===== src/rtl/misc_issue_queue_pkg.sv =====
// Shared types for the misc issue queue: pipe op bundle, queue entry, sizing.
// Instruction classes decide whether an op must wait to become the ROB head.
package misc_issue_queue_pkg;

    localparam int MISC_IQ_DEPTH = 4;
    localparam int WB_PORTS      = 4;
    localparam int PREG_W        = 6;
    localparam int ROB_W         = 6;

    typedef enum logic [1:0] {
        ALU_INST  = 2'd0,
        BR_INST   = 2'd1,
        PRIV_INST = 2'd2,
        MEM_INST  = 2'd3
    } InstType;

    typedef struct packed {
        logic              valid;
        InstType           inst_type;
        logic [ROB_W-1:0]  rob_idx;
        logic [PREG_W-1:0] pdest;
        logic [31:0]       src0;
        logic [31:0]       src1;
    } ExeBaseSt;

    typedef struct packed {
        ExeBaseSt    base;
        logic [3:0]  misc_op;
        logic [31:0] imm;
        logic [31:0] pc;
    } MiscExeSt;

    typedef struct packed {
        MiscExeSt          exe;
        logic [PREG_W-1:0] psrc0;
        logic [PREG_W-1:0] psrc1;
        logic              src0_rdy;
        logic              src1_rdy;
    } MiscIqSt;

    function automatic logic rob_gate_ok(input MiscIqSt e, input logic [ROB_W-1:0] rob_head);
        return (e.exe.base.inst_type != PRIV_INST) || (e.exe.base.rob_idx == rob_head);
    endfunction

endpackage


===== src/rtl/misc_iq_wakeup.sv =====
// Compares one entry's two source tags against every wakeup port.
// Physical register 0 is hardwired ready.
module misc_iq_wakeup
    import misc_issue_queue_pkg::*;
(
    input  logic [PREG_W-1:0]               psrc0_i,
    input  logic [PREG_W-1:0]               psrc1_i,
    input  logic                            rdy0_i,
    input  logic                            rdy1_i,
    input  logic [WB_PORTS-1:0]             wb_valid_i,
    input  logic [WB_PORTS-1:0][PREG_W-1:0] wb_pdest_i,
    output logic                            rdy0_o,
    output logic                            rdy1_o
);

    logic hit0;
    logic hit1;

    always_comb begin
        hit0 = (psrc0_i == '0);
        hit1 = (psrc1_i == '0);
        for (int p = 0; p < WB_PORTS; p++) begin
            if (wb_valid_i[p] && wb_pdest_i[p] == psrc0_i) hit0 = 1'b1;
            if (wb_valid_i[p] && wb_pdest_i[p] == psrc1_i) hit1 = 1'b1;
        end
    end

    assign rdy0_o = rdy0_i | hit0;
    assign rdy1_o = rdy1_i | hit1;

endmodule


===== src/rtl/misc_issue_queue.sv =====
// In-order issue queue for the misc pipe with a single issue register.
// Priv ops additionally wait until they reach the ROB head.
module misc_issue_queue
    import misc_issue_queue_pkg::*;
#(
    parameter int DEPTH = MISC_IQ_DEPTH
) (
    input  logic                            clk,
    input  logic                            rst,
    input  logic                            flush_i,
    input  logic                            disp_valid_i,
    input  MiscIqSt                         disp_i,
    output logic                            disp_ready_o,
    input  logic [WB_PORTS-1:0]             wb_valid_i,
    input  logic [WB_PORTS-1:0][PREG_W-1:0] wb_pdest_i,
    input  logic [ROB_W-1:0]                rob_head_i,
    output logic [PREG_W-1:0]               rf_raddr0_o,
    output logic [PREG_W-1:0]               rf_raddr1_o,
    input  logic [31:0]                     rf_rdata0_i,
    input  logic [31:0]                     rf_rdata1_i,
    output MiscExeSt                        exe_o,
    input  logic                            exe_ready_i
);

    localparam int PTR_W = $clog2(DEPTH);
    localparam logic [PTR_W:0] FULL = (PTR_W+1)'(DEPTH);

    MiscIqSt           ent_q [DEPTH];
    MiscIqSt           ent_d [DEPTH];
    logic [DEPTH-1:0]  vld_q, vld_d;
    logic [PTR_W-1:0]  head_q, head_d;
    logic [PTR_W-1:0]  tail_q, tail_d;
    logic [PTR_W:0]    cnt_q, cnt_d;
    MiscExeSt          iss_q, iss_d;
    logic [PREG_W-1:0] ps0_q, ps0_d;
    logic [PREG_W-1:0] ps1_q, ps1_d;

    logic [DEPTH-1:0]  rdy0_nxt, rdy1_nxt;
    logic              disp_rdy0, disp_rdy1;
    MiscIqSt           head_ent;
    logic              issue_free, do_issue, do_disp;

    for (genvar i = 0; i < DEPTH; i++) begin : g_wk
        misc_iq_wakeup u_wk (
            .psrc0_i    (ent_q[i].psrc0),
            .psrc1_i    (ent_q[i].psrc1),
            .rdy0_i     (ent_q[i].src0_rdy),
            .rdy1_i     (ent_q[i].src1_rdy),
            .wb_valid_i (wb_valid_i),
            .wb_pdest_i (wb_pdest_i),
            .rdy0_o     (rdy0_nxt[i]),
            .rdy1_o     (rdy1_nxt[i])
        );
    end

    misc_iq_wakeup u_wk_disp (
        .psrc0_i    (disp_i.psrc0),
        .psrc1_i    (disp_i.psrc1),
        .rdy0_i     (disp_i.src0_rdy),
        .rdy1_i     (disp_i.src1_rdy),
        .wb_valid_i (wb_valid_i),
        .wb_pdest_i (wb_pdest_i),
        .rdy0_o     (disp_rdy0),
        .rdy1_o     (disp_rdy1)
    );

    assign head_ent     = ent_q[head_q];
    assign disp_ready_o = (cnt_q != FULL);
    assign issue_free   = ~iss_q.base.valid | exe_ready_i;
    assign do_disp      = disp_valid_i & disp_ready_o;
    // Issue looks only at registered ready bits; no wakeup bypass.
    assign do_issue     = vld_q[head_q] & head_ent.src0_rdy & head_ent.src1_rdy
                        & rob_gate_ok(head_ent, rob_head_i) & issue_free;

    always_comb begin
        ent_d  = ent_q;
        vld_d  = vld_q;
        head_d = head_q;
        tail_d = tail_q;
        iss_d  = iss_q;
        ps0_d  = ps0_q;
        ps1_d  = ps1_q;
        for (int i = 0; i < DEPTH; i++) begin
            ent_d[i].src0_rdy = rdy0_nxt[i];
            ent_d[i].src1_rdy = rdy1_nxt[i];
        end
        if (issue_free) iss_d = '0;
        if (do_issue) begin
            iss_d            = head_ent.exe;
            iss_d.base.valid = 1'b1;
            ps0_d            = head_ent.psrc0;
            ps1_d            = head_ent.psrc1;
            vld_d[head_q]    = 1'b0;
            head_d           = head_q + 1'b1;
        end
        if (do_disp) begin
            ent_d[tail_q]          = disp_i;
            ent_d[tail_q].src0_rdy = disp_rdy0;
            ent_d[tail_q].src1_rdy = disp_rdy1;
            vld_d[tail_q]          = 1'b1;
            tail_d                 = tail_q + 1'b1;
        end
        cnt_d = cnt_q + (PTR_W+1)'(do_disp) - (PTR_W+1)'(do_issue);
        if (flush_i) begin
            vld_d  = '0;
            head_d = '0;
            tail_d = '0;
            cnt_d  = '0;
            iss_d  = '0;
        end
    end

    always_ff @(posedge clk) begin
        if (rst) begin
            vld_q  <= '0;
            head_q <= '0;
            tail_q <= '0;
            cnt_q  <= '0;
            iss_q  <= '0;
            ps0_q  <= '0;
            ps1_q  <= '0;
        end else begin
            vld_q  <= vld_d;
            head_q <= head_d;
            tail_q <= tail_d;
            cnt_q  <= cnt_d;
            iss_q  <= iss_d;
            ps0_q  <= ps0_d;
            ps1_q  <= ps1_d;
        end
    end

    always_ff @(posedge clk) begin
        ent_q <= ent_d;
    end

    assign rf_raddr0_o = ps0_q;
    assign rf_raddr1_o = ps1_q;

    always_comb begin
        exe_o = '0;
        if (iss_q.base.valid) begin
            exe_o           = iss_q;
            exe_o.base.src0 = rf_rdata0_i;
            exe_o.base.src1 = rf_rdata1_i;
        end
    end

endmodule


===== config.mk =====
export PLATFORM = sky130hd
export DESIGN_NAME = misc_issue_queue
export DESIGN_NICKNAME = d
export VERILOG_FILES = /design/src/rtl/misc_issue_queue_pkg.sv /design/src/rtl/misc_iq_wakeup.sv /design/src/rtl/misc_issue_queue.sv
export SDC_FILE = /design/constraint.sdc
export NUM_CORES = 1
export LEC_CHECK = 0
export ABC_AREA = 1
export CORE_MARGIN = 3
export CORE_UTILIZATION = 48
export CTS_BUF_LIST = sky130_fd_sc_hd__clkbuf_16
export CTS_CLUSTER_DIAMETER = 60
export DETAILED_ROUTE_END_ITERATION = 8
export PLACE_DENSITY = 0.77
export SETUP_SLACK_MARGIN = 0.4
export SLEW_MARGIN = 10
export SYNTH_ARGS = -nofsm -noshare
export SYNTH_HDL_FRONTEND = slang
export SYNTH_HIERARCHICAL = 1
export SYNTH_SLANG_ARGS = --single-unit

===== constraint.sdc =====
create_clock -name clk -period 3 [get_ports clk]
set_input_delay 0.6 -clock clk [delete_from_list [all_inputs] [get_ports clk]]
set_output_delay 0.6 -clock clk [all_outputs]
set_load 0.02 [all_outputs]

**Word level (Yosys, flattened, before mapping)**

Cells that the tools add are included.

- Register bits: 750
- Latch bits: 0
- Memory bits (writable): 0
- Memory bits (read-only): 0
- Input port bits: 264
- Output and inout port bits: 160
- Logic and storage cells: 261
- Memories: 0

- $add $sub $neg: 4
- Multipliers: 0
- Divide/modulo/power cells: 0
- Order comparisons: 7
- Eq/ne operators: 43
- Shift-type cells: 0
- Muxes and demuxes: 64
- Bitwise logic cells: 22
- Reduce and logical (&&, ||, !) cells: 56

Operators by type and width:

| cell | count |
|---|---|
| $bwmux W644 | 3 |
| $demux W161 S2 | 3 |
| $mux W485 | 1 |
| $mux W147 | 3 |
| $bmux W161 S2 | 1 |
| $mux W160 | 2 |
| $eq A6 B6 Y1 | 41 |
| $mux W161 | 1 |
| $logic_not A6 Y1 | 10 |
| $mux W1 | 44 |
| $logic_and A1 B1 Y1 | 43 |
| $or A1 B1 Y1 | 11 |
| $mux W4 | 2 |
| $ge A3 B3 Y1 const B | 2 |
| $lt A2 B3 Y1 const B | 2 |
| $not A2 Y3 | 2 |
| $and A1 B1 Y1 | 5 |
| $add A2 B1 Y2 const B | 2 |
| $and A4 B4 Y4 | 1 |
| $demux W1 S2 | 2 |
| $ge A2 B1 Y1 const B | 2 |
| $not A4 Y4 | 1 |
| $or A4 B4 Y4 | 1 |
| $add A3 B1 Y3 | 1 |
| other kinds (10) | 10 |

**Logic depth before layout (Yosys ltp)**

Gate-level depths: netlist of run 1.

- Word-level depth: 11
- Gate-level depth with buffers: 21
- Depth with buffers taken out: 19

**Hierarchy**

Netlist of run 1, hierarchy kept.

By module, submodules not included:

| module | instances | cells an instance | area an instance (um2) | seq. area each (um2) |
|---|---|---|---|---|
| misc_issue_queue | 1 | 1779 | 19263.5 | 13573.0 |
| misc_iq_wakeup | 5 | 210 | 868.3 | 0.0 |

**Least setup slack after synthesis of run 1**

No wires, ideal clock.

- Path type: register to register
- From: reg cnt_q[1]
- To: reg with a tool-made name
- Data arrival time: 2818 ps
- Data required time: 2553 ps
- Path slack: -265 ps
- Cell stages (with the launch flop): 7
- Path buffers: 0
- Cell sequence: dfxtp_1 > nor2_1 > nand2_1 > nand2_1 > inv_1 > nand2_1 > inv_1

RTL lines:

| element | RTL line | source |
|---|---|---|
| start, declared | misc_issue_queue.sv:33 | `logic [PTR_W:0] cnt_q, cnt_d;` |
| start signal, assigned | misc_issue_queue.sv:126 | `cnt_q <= cnt_d;` |

**Final worst setup path of run 1**

- From: reg head_q[0]
- To: reg iss_q[140] in the netlist's numbering

- Cells in the longest elaborated chain, start to end: 9
- Elaborated cells between the ends (all ways): 15
- Classes of those cells: 2 x eq/ne; 6 x mux; 5 x bitwise; 2 x reduce/logical

Ends and longest elaborated chain:

| element | RTL line | source |
|---|---|---|
| start, declared | misc_issue_queue.sv:31 | `logic [PTR_W-1:0] head_q, head_d;` |
| start signal, assigned | misc_issue_queue.sv:116 | `head_q <= '0;` |
| start signal, assigned | misc_issue_queue.sv:124 | `head_q <= head_d;` |
| $not A2 Y3 (not written as such) | misc_issue_queue.sv:67 | `assign head_ent = ent_q[head_q];` |
| $bmux W161 S2 | misc_issue_queue.sv:67 |  |
| $mux W160 (not written as such) (2 in a row) | misc_issue_queue.sv:67 |  |
| $eq A6 B6 Y1, or another cell as far along | misc_issue_queue_pkg.sv:42 | `return (e.exe.base.inst_type != PRIV_INST) \|\| (e.exe.base.rob_idx == rob_head);` |
| $logic_or A1 B1 Y1 / $and A1 B1 Y1 (equally long branches) | misc_issue_queue_pkg.sv:42, misc_issue_queue.sv:72 |  |
| $and A1 B1 Y1 (2 in a row) | misc_issue_queue.sv:73 | `& rob_gate_ok(head_ent, rob_head_i) & issue_free;` |
| $mux W147 / $reduce_bool A2 Y1 (equally long branches) | - |  |
| end signal, assigned | misc_issue_queue.sv:127 | `iss_q <= iss_d;` |
| end, declared | misc_issue_queue.sv:34 | `MiscExeSt iss_q, iss_d;` |

Several ways; a longest one is shown, not always the timed one. The select of a mux whose other input is x is not followed.
A chain may end at the register's enable or synchronous reset.

==> metrics, run 1 <==
Port Buffers=358; Achievable Freq=373 MHz; placed insts=3832; Die ar.=0.0519 mm^2; CTS tree=done; crit path max fanout=8; Worst-path clk slew=60 ps; CTS Sinks=490; via count=21.7k; Total Wirelength=81800 um; initial antenna violation count=7; post-DP HPWL=54000 um; grt met1 use=39.5%; met3 global-route usage=5.53%; row count=80; Post-synth top cells=nand2_1, edfxtp_1, nor2_1; Synth top area share=47.8%; Worst Tran Pin Value=1050 ps; crit path to=iss_q[140]$_SDFFE_PP0P_; clk_lat worst skew=600 ps; gate count of the mapped netlist=2829; GRT overflow=0; end of the worst register-to-register path=iss_q[140]$_SDFFE_PP0P_; CTS Buffer Depth=3; CTS buffer count=50; CP Data Required Time=3530 ps; # IOs=424; All-Layer GR Usage=30.0%; CP Capture Type=flop; core area=0.0481 mm^2; pin count of the biggest net entering global routing=86; ys flop type=edfxtp_1; fraction of layout cells with a size suffix above 1=10.5%; R2R Path Start=head_q[0]$_SDFFE_PP0P_; Final ANT Viol Nets=0; Critical Path Source=head_q[0]$_SDFFE_PP0P_; drt first pass iters=6; Leak=14.0 nW; Final nets=3550; status=complete, no violations; IR drop worst, VDD=0.000479 V; cts hold-fix bufs=0; gr busiest metal=met2; RD Place Congestion=0.988; area delta synth->final=30.2%; # H-tree levels=2; min Tclk post-route=2680 ps; r2r worst-path depth=20; clk_skew=35.6 ps; RSZ-0062 raised after global routing=yes; asr flop ratio synth=0%; height of the chip=228 um; Wirelength per Cell=20.6 um; worst hold path type=flop to flop; Layout Cells excl Fill=3978; Pwr Density=491 mW/mm^2; FF-to-FF setup slack=320 ps; Netlist cell types=31; global-route wire length before repair=122000 um; Synth area leaders=edfxtp_1, nand2_1, dfxtp_1, nor2_1, inv_1; via/cell ratio=5.47; Crit Path Category=flop to flop; starting DRC count in detailed routing=2418; cell taking the most area after synthesis=edfxtp_1; Yosys reg bits=490; Hold Worst Slack=464 ps; final setup violating endpoints=0; DIE WIDTH=228 um; met2 Use GR=49.6%; most frequent cell after synthesis=nand2_1; Startpoint Class=flop; Root Driver=clkbuf_16; Starting Density=49.0%; syn_area_per_cell=8.34 um^2; synth warn=6; # DRC=0; sequential fraction of the synthesis area=57.5%; syn_nets=3104; max_cap viols=0; Arr. time, crit path=3210 ps; Worst slew margin=30.1%; final worst-path cycle share=89.4%; Post-synth EDFFs=376; Slew Limit Fails=0; vias in the first global route=20.9k; Final Power=15.1 mW; mapped cell area=0.0236 mm^2; Hold Violations, Final=0
==> through the flow <==
stage	cell area [um^2]	util [%]	TNS, ps	setup WS (ps)
final	30700	63.8	0	318
after floorplan	23700	-	0	405
after CTS	30400	63.2	0	351
after global placement	28500	59.2	-413	-168
after global routing	30700	63.8	0	263
after detailed placement	28500	59.2	-814	-161
==> repair_timing <==
action / CTS / global route
setup endpoints to repair: 213 / 77
gates resized for setup: 183 / 66
pin swaps: 23 / 21
buffers inserted: 34 / 8
gates cloned: 4 / 1
==> cell families after synthesis <==
kind of cell / after synthesis / share of synthesized area, %
AND/OR/NAND/NOR: 1370 / 22.7
flip-flops: 490 / 57.5
buffers and inverters: 483 / 7.97
AO/OA/AOI/OAI: 449 / 10.3
XOR/XNOR: 26 / 0.965
adder cells (fa/ha/maj): 11 / 0.615
==> placed cells by master, fill, tap and decap left out, types with 8 or more instances in the layout <==
master	n
nand2_4	12
dlygate4sd2_1	139
nor2_1	333
xnor2_1	11
xor2_1	15
inv_1	321
clkinv_1	12
clkbuf_16	53
dfxtp_1	111
ha_1	8
nand2_1	897
buf_12	17
o22ai_1	92
buf_6	8
clkdlybuf4s50_1	211
o21ai_0	209
nand4_1	28
inv_2	54
a21oi_1	113
o21bai_1	10
nand3_1	36
nand3_2	11
clkinv_2	9
o21ai_1	12
a21boi_0	10
buf_4	113
nand2_2	18
edfxtp_1	376
nor3_1	10
==> worst max-delay path, stage by stage (launching register included) <==
cell	delay (ps)
dfxtp_4	430
buf_12	160
nand2_2	50
nand3_2	80
nand2_2	80
buf_6	120
buf_4	130
buf_4	120
buf_4	120
buf_4	120
buf_4	130
buf_4	120
buf_4	120
buf_4	120
buf_4	120
buf_4	130
buf_4	130
buf_6	110
inv_2	40
nand2_2	50
a21oi_2	120
==> cell type report <==
| cell class | count | area (um^2) |
|---|---|---|
| fillers | 3888 | 17400 |
| inverters | 374 | 1440 |
| repair buffers | 502 | 4850 |
| multi-input cells | 1856 | 8440 |
| diodes | 5 | 12.5 |
| well taps | 656 | 821 |
| repair inverters | 1 | 11.3 |
| flip-flops and latches | 490 | 13600 |
| clock buffers | 52 | 1300 |
| clock inverters | 42 | 272 |
==> power breakdown <==
part,switching [mW],internal (mW)
Clock,2.62,3.33
Combinational,0.890,0.629
Sequential,0.104,7.51
==> metal layers <==
layer | part of all wire [%] | vias to the layer above
li1 | - | 10100
met1 | 39 | 10300
met2 | 48 | 1192
met3 | 9.8 | 194
met4 | 3.7 | 4
met5 | 0.033 | -
==> worst min-delay path by stage <==
stage | slack, ps | to | start | depth (start not counted)
floorplan | 440 | vld_q[1]$_SDFF_PP0_ | vld_q[1]$_SDFF_PP0_ | 2
global placement | 450 | vld_q[1]$_SDFF_PP0_ | vld_q[1]$_SDFF_PP0_ | 2
detailed placement | 460 | vld_q[1]$_SDFF_PP0_ | vld_q[1]$_SDFF_PP0_ | 2
CTS | 470 | iss_q[29]$_SDFFE_PP0P_ | iss_q[29]$_SDFFE_PP0P_ | 2
global route | 480 | iss_q[29]$_SDFFE_PP0P_ | iss_q[29]$_SDFFE_PP0P_ | 2
finish | 460 | iss_q[63]$_SDFFE_PP0P_ | iss_q[63]$_SDFFE_PP0P_ | 2
Note: power is estimated with default switching activity, not from simulation.
==> run 2, diff against run 1 <==
- ABC_AREA: 1 -> default
- CORE_UTILIZATION: 48 -> 47
- PLACE_DENSITY: 0.77 -> 0.76
==> run 2 against run 1 <==
Against the previous run:
- maximum frequency fell by 8.8%
- sequential power about the same
- combinational power decreased by 14%
- clock-buffer cell count decreased by 1
- first-iteration DRC count shrank 51%
- total power hardly changed
- die area fell by 4.5%
- hold slack worse by 9.1 ps
==> metrics, run 2 <==
Hold Violations, Final=0 (unchanged); status=complete, no violations; final setup violating endpoints=0 (unchanged); pre-CTS setup slack=-134 ps (+26.6 ps); syn_area_per_cell=15.5 um^2 (+85%); initial antenna violation count=7 (unchanged); min Tclk post-route=2940 ps (+260 ps); sequential fraction of the synthesis area=61.6% (+4.1 points); All-Layer GR Usage=24.4% (-5.6 points); Worst Tran Pin Value=1150 ps (+100 ps); core area=0.0459 mm^2 (-4.7%); global-route wire length before repair=91900 um (-25%); FF-to-FF setup slack=60 ps (-260 ps); Yosys reg bits=490 (unchanged); most frequent cells in the layout=edfxtp_1, clkdlybuf4s50_1, and2_1; Slew Limit Fails=0 (unchanged); CTS Buffer Depth=3 (unchanged); asr flop ratio synth=0% (unchanged); Storage cell area=0.0136 mm^2 (unchanged); vias in the first global route=14.5k (-31%); CTS tree=done; Arr. time, crit path=3390 ps (+180 ps); synth warn=6 (unchanged); height of the chip=223 um (-2.3%); Crit Path Category=flop to flop; Startpoint Class=flop; worst hold path type=flop to flop; fraction of layout cells with a size suffix above 1=18.5% (+8.1 points); Synth top area share=51.2% (+3.4 points); Post-synth EDFFs=376 (unchanged); # DRC=0 (unchanged); IR drop worst, VDD=0.000459 V (-4.1%); Layout Utilization=62.0% (-1.9 points); Final ANT Viol Nets=0 (unchanged); Post-synth top cells=edfxtp_1, and2_1, xor2_1; Worst-path clk slew=60 ps (about the same); CP Capture Type=flop; starting DRC count in detailed routing=1190 (-51%); cell taking the most area after synthesis=edfxtp_1; clk_skew=25.8 ps (-9.83 ps); Achievable Freq=340 MHz (-8.8%); mapped cell area=0.0220 mm^2 (-6.6%); max_cap viols=0 (unchanged); CTS Sinks=490 (unchanged); RD Place Congestion=0.946 (-4.3%); CTS buffer count=50 (unchanged); area delta synth->final=28.9%; Worst slew margin=23.4% (-6.7 points); DIE WIDTH=223 um (-2.3%); pin count of the biggest net entering global routing=70 (-19%); RSZ-0062 raised after global routing=yes; Final nets=2104 (-41%); via/cell ratio=5.68 (+4.0%); most frequent cell after synthesis=edfxtp_1; commonest non-fill, non-tap cell in the layout=edfxtp_1; row count=78 (-2.5%); Pwr Density=530 mW/mm^2 (+8.1%); crit path max fanout=7 (-1); Netlist cell types=36 (+16%); # IOs=424 (unchanged); Final WS setup=57.6 ps (-260 ps); post-DP HPWL=39500 um (-27%); final worst-path cycle share=98.1% (+8.7 points); Multi-input gate area=0.00767 mm^2 (-9.2%); fillcell total=3432 (-12%); ys flop type=edfxtp_1; Die ar.=0.0495 mm^2 (-4.5%); via count=14.1k (-35%); GRT overflow=0 (unchanged); CP Data Required Time=3450 ps (-80 ps); Final Power=15.1 mW (about the same); gate count of the mapped netlist=1425 (-50%); Leak=10.3 nW (-26%); Starting Density=48.1% (-0.97 points); drt first pass iters=5 (-1); Wirelength per Cell=25.1 um (+22%); syn_nets=1700 (-45%); clk_lat worst skew=600 ps (about the same); Root Driver=clkbuf_16; Total Wirelength=62200 um (-24%); Port Buffers=358 (unchanged); Synth area leaders=edfxtp_1, dfxtp_1, mux4_2, xor2_1, xnor2_1; # H-tree levels=2 (unchanged)
==> run 2: power by group <==
part / internal [mW] / total (mW) / switching, mW
clock network: 3.55 / 6.19 / 2.64
logic: 0.666 / 1.30 / 0.629
registers: 7.49 / 7.59 / 0.102
==> run 2: layer usage <==
layer	part of all wire [%]	global-route usage, %	up-vias
met5	0.037	0	-
met4	2.3	7.83	4
met3	7.1	4.97	107
met2	49	39.7	549
met1	42	33.2	7188
li1	-	-	6226
==> run 2: worst max-delay path, cell delays in order (launching register included) <==
cell and delay, ps:
dfxtp_4 420, mux4_2 540, xor2_1 210, nor4_4 370, a21oi_4 100, clkinv_2 80, ha_4 200, inv_2 60
ha_4 110, inv_2 30, fa_2 350, xor2_1 160, xnor2_1 140, nor2_1 50
==> run 2: kinds of logic (layout without fill, tap and decap cells) <==
kind of cell / count (synthesis) / after routing / share of synthesized area, %
AO/OA/AOI/OAI: 114 / 114 / 4.68
XOR/XNOR: 249 / 249 / 9.89
adder cells (fa/ha/maj): 11 / 11 / 0.658
buffers and inverters: 141 / 587 / 3.98
flip-flops: 490 / 490 / 61.6
multiplexers: 117 / 117 / 10.8
other: 0 / 5 / 0
AND/OR/NAND/NOR: 303 / 303 / 8.45
==> run 2: path summary, 6_finish.rpt <==
check                      endpoint  cells after the start                    from
min          iss_q[63]$_SDFFE_PP0P_                      1  iss_q[63]$_SDFFE_PP0P_
max             cnt_q[2]$_SDFF_PP0_                     13  head_q[0]$_SDFFE_PP0P_
min reg2reg  iss_q[63]$_SDFFE_PP0P_                      1  iss_q[63]$_SDFFE_PP0P_
max reg2reg     cnt_q[2]$_SDFF_PP0_                     13  head_q[0]$_SDFFE_PP0P_
==> run 2: metrics by stage <==
step	instance area, um^2	std cells	TNS, ps	hold slack [ps]
3_5_place_dp	26600	2364	-134	446
5_1_grt	28400	2473	-99.8	467
3_3_place_gp	26600	2364	-119	440
6_report	28400	2476	0	455
4_1_cts	28400	2468	0	460
2_1_floorplan	22100	1425	-86.1	434
==> run 2: cell type report <==
cell class                 instances  area share [%]
tap                              600            2.64
timing repair buffer             481            16.5
antenna                            5          0.0440
sequential                       490            47.8
clock buffer                      51            4.49
clock inverter                    43            1.34
multi-input combinational        794            27.0
inverter                          12           0.198
==> run 2: repair_timing <==
action                     in CTS  in global routing
gates cloned                    4                  2
hold buffers                    0                  0
gates resized for setup       188                 35
setup endpoints to repair     216                111
setup buffers                   6                  1
pin swaps                       5                  1
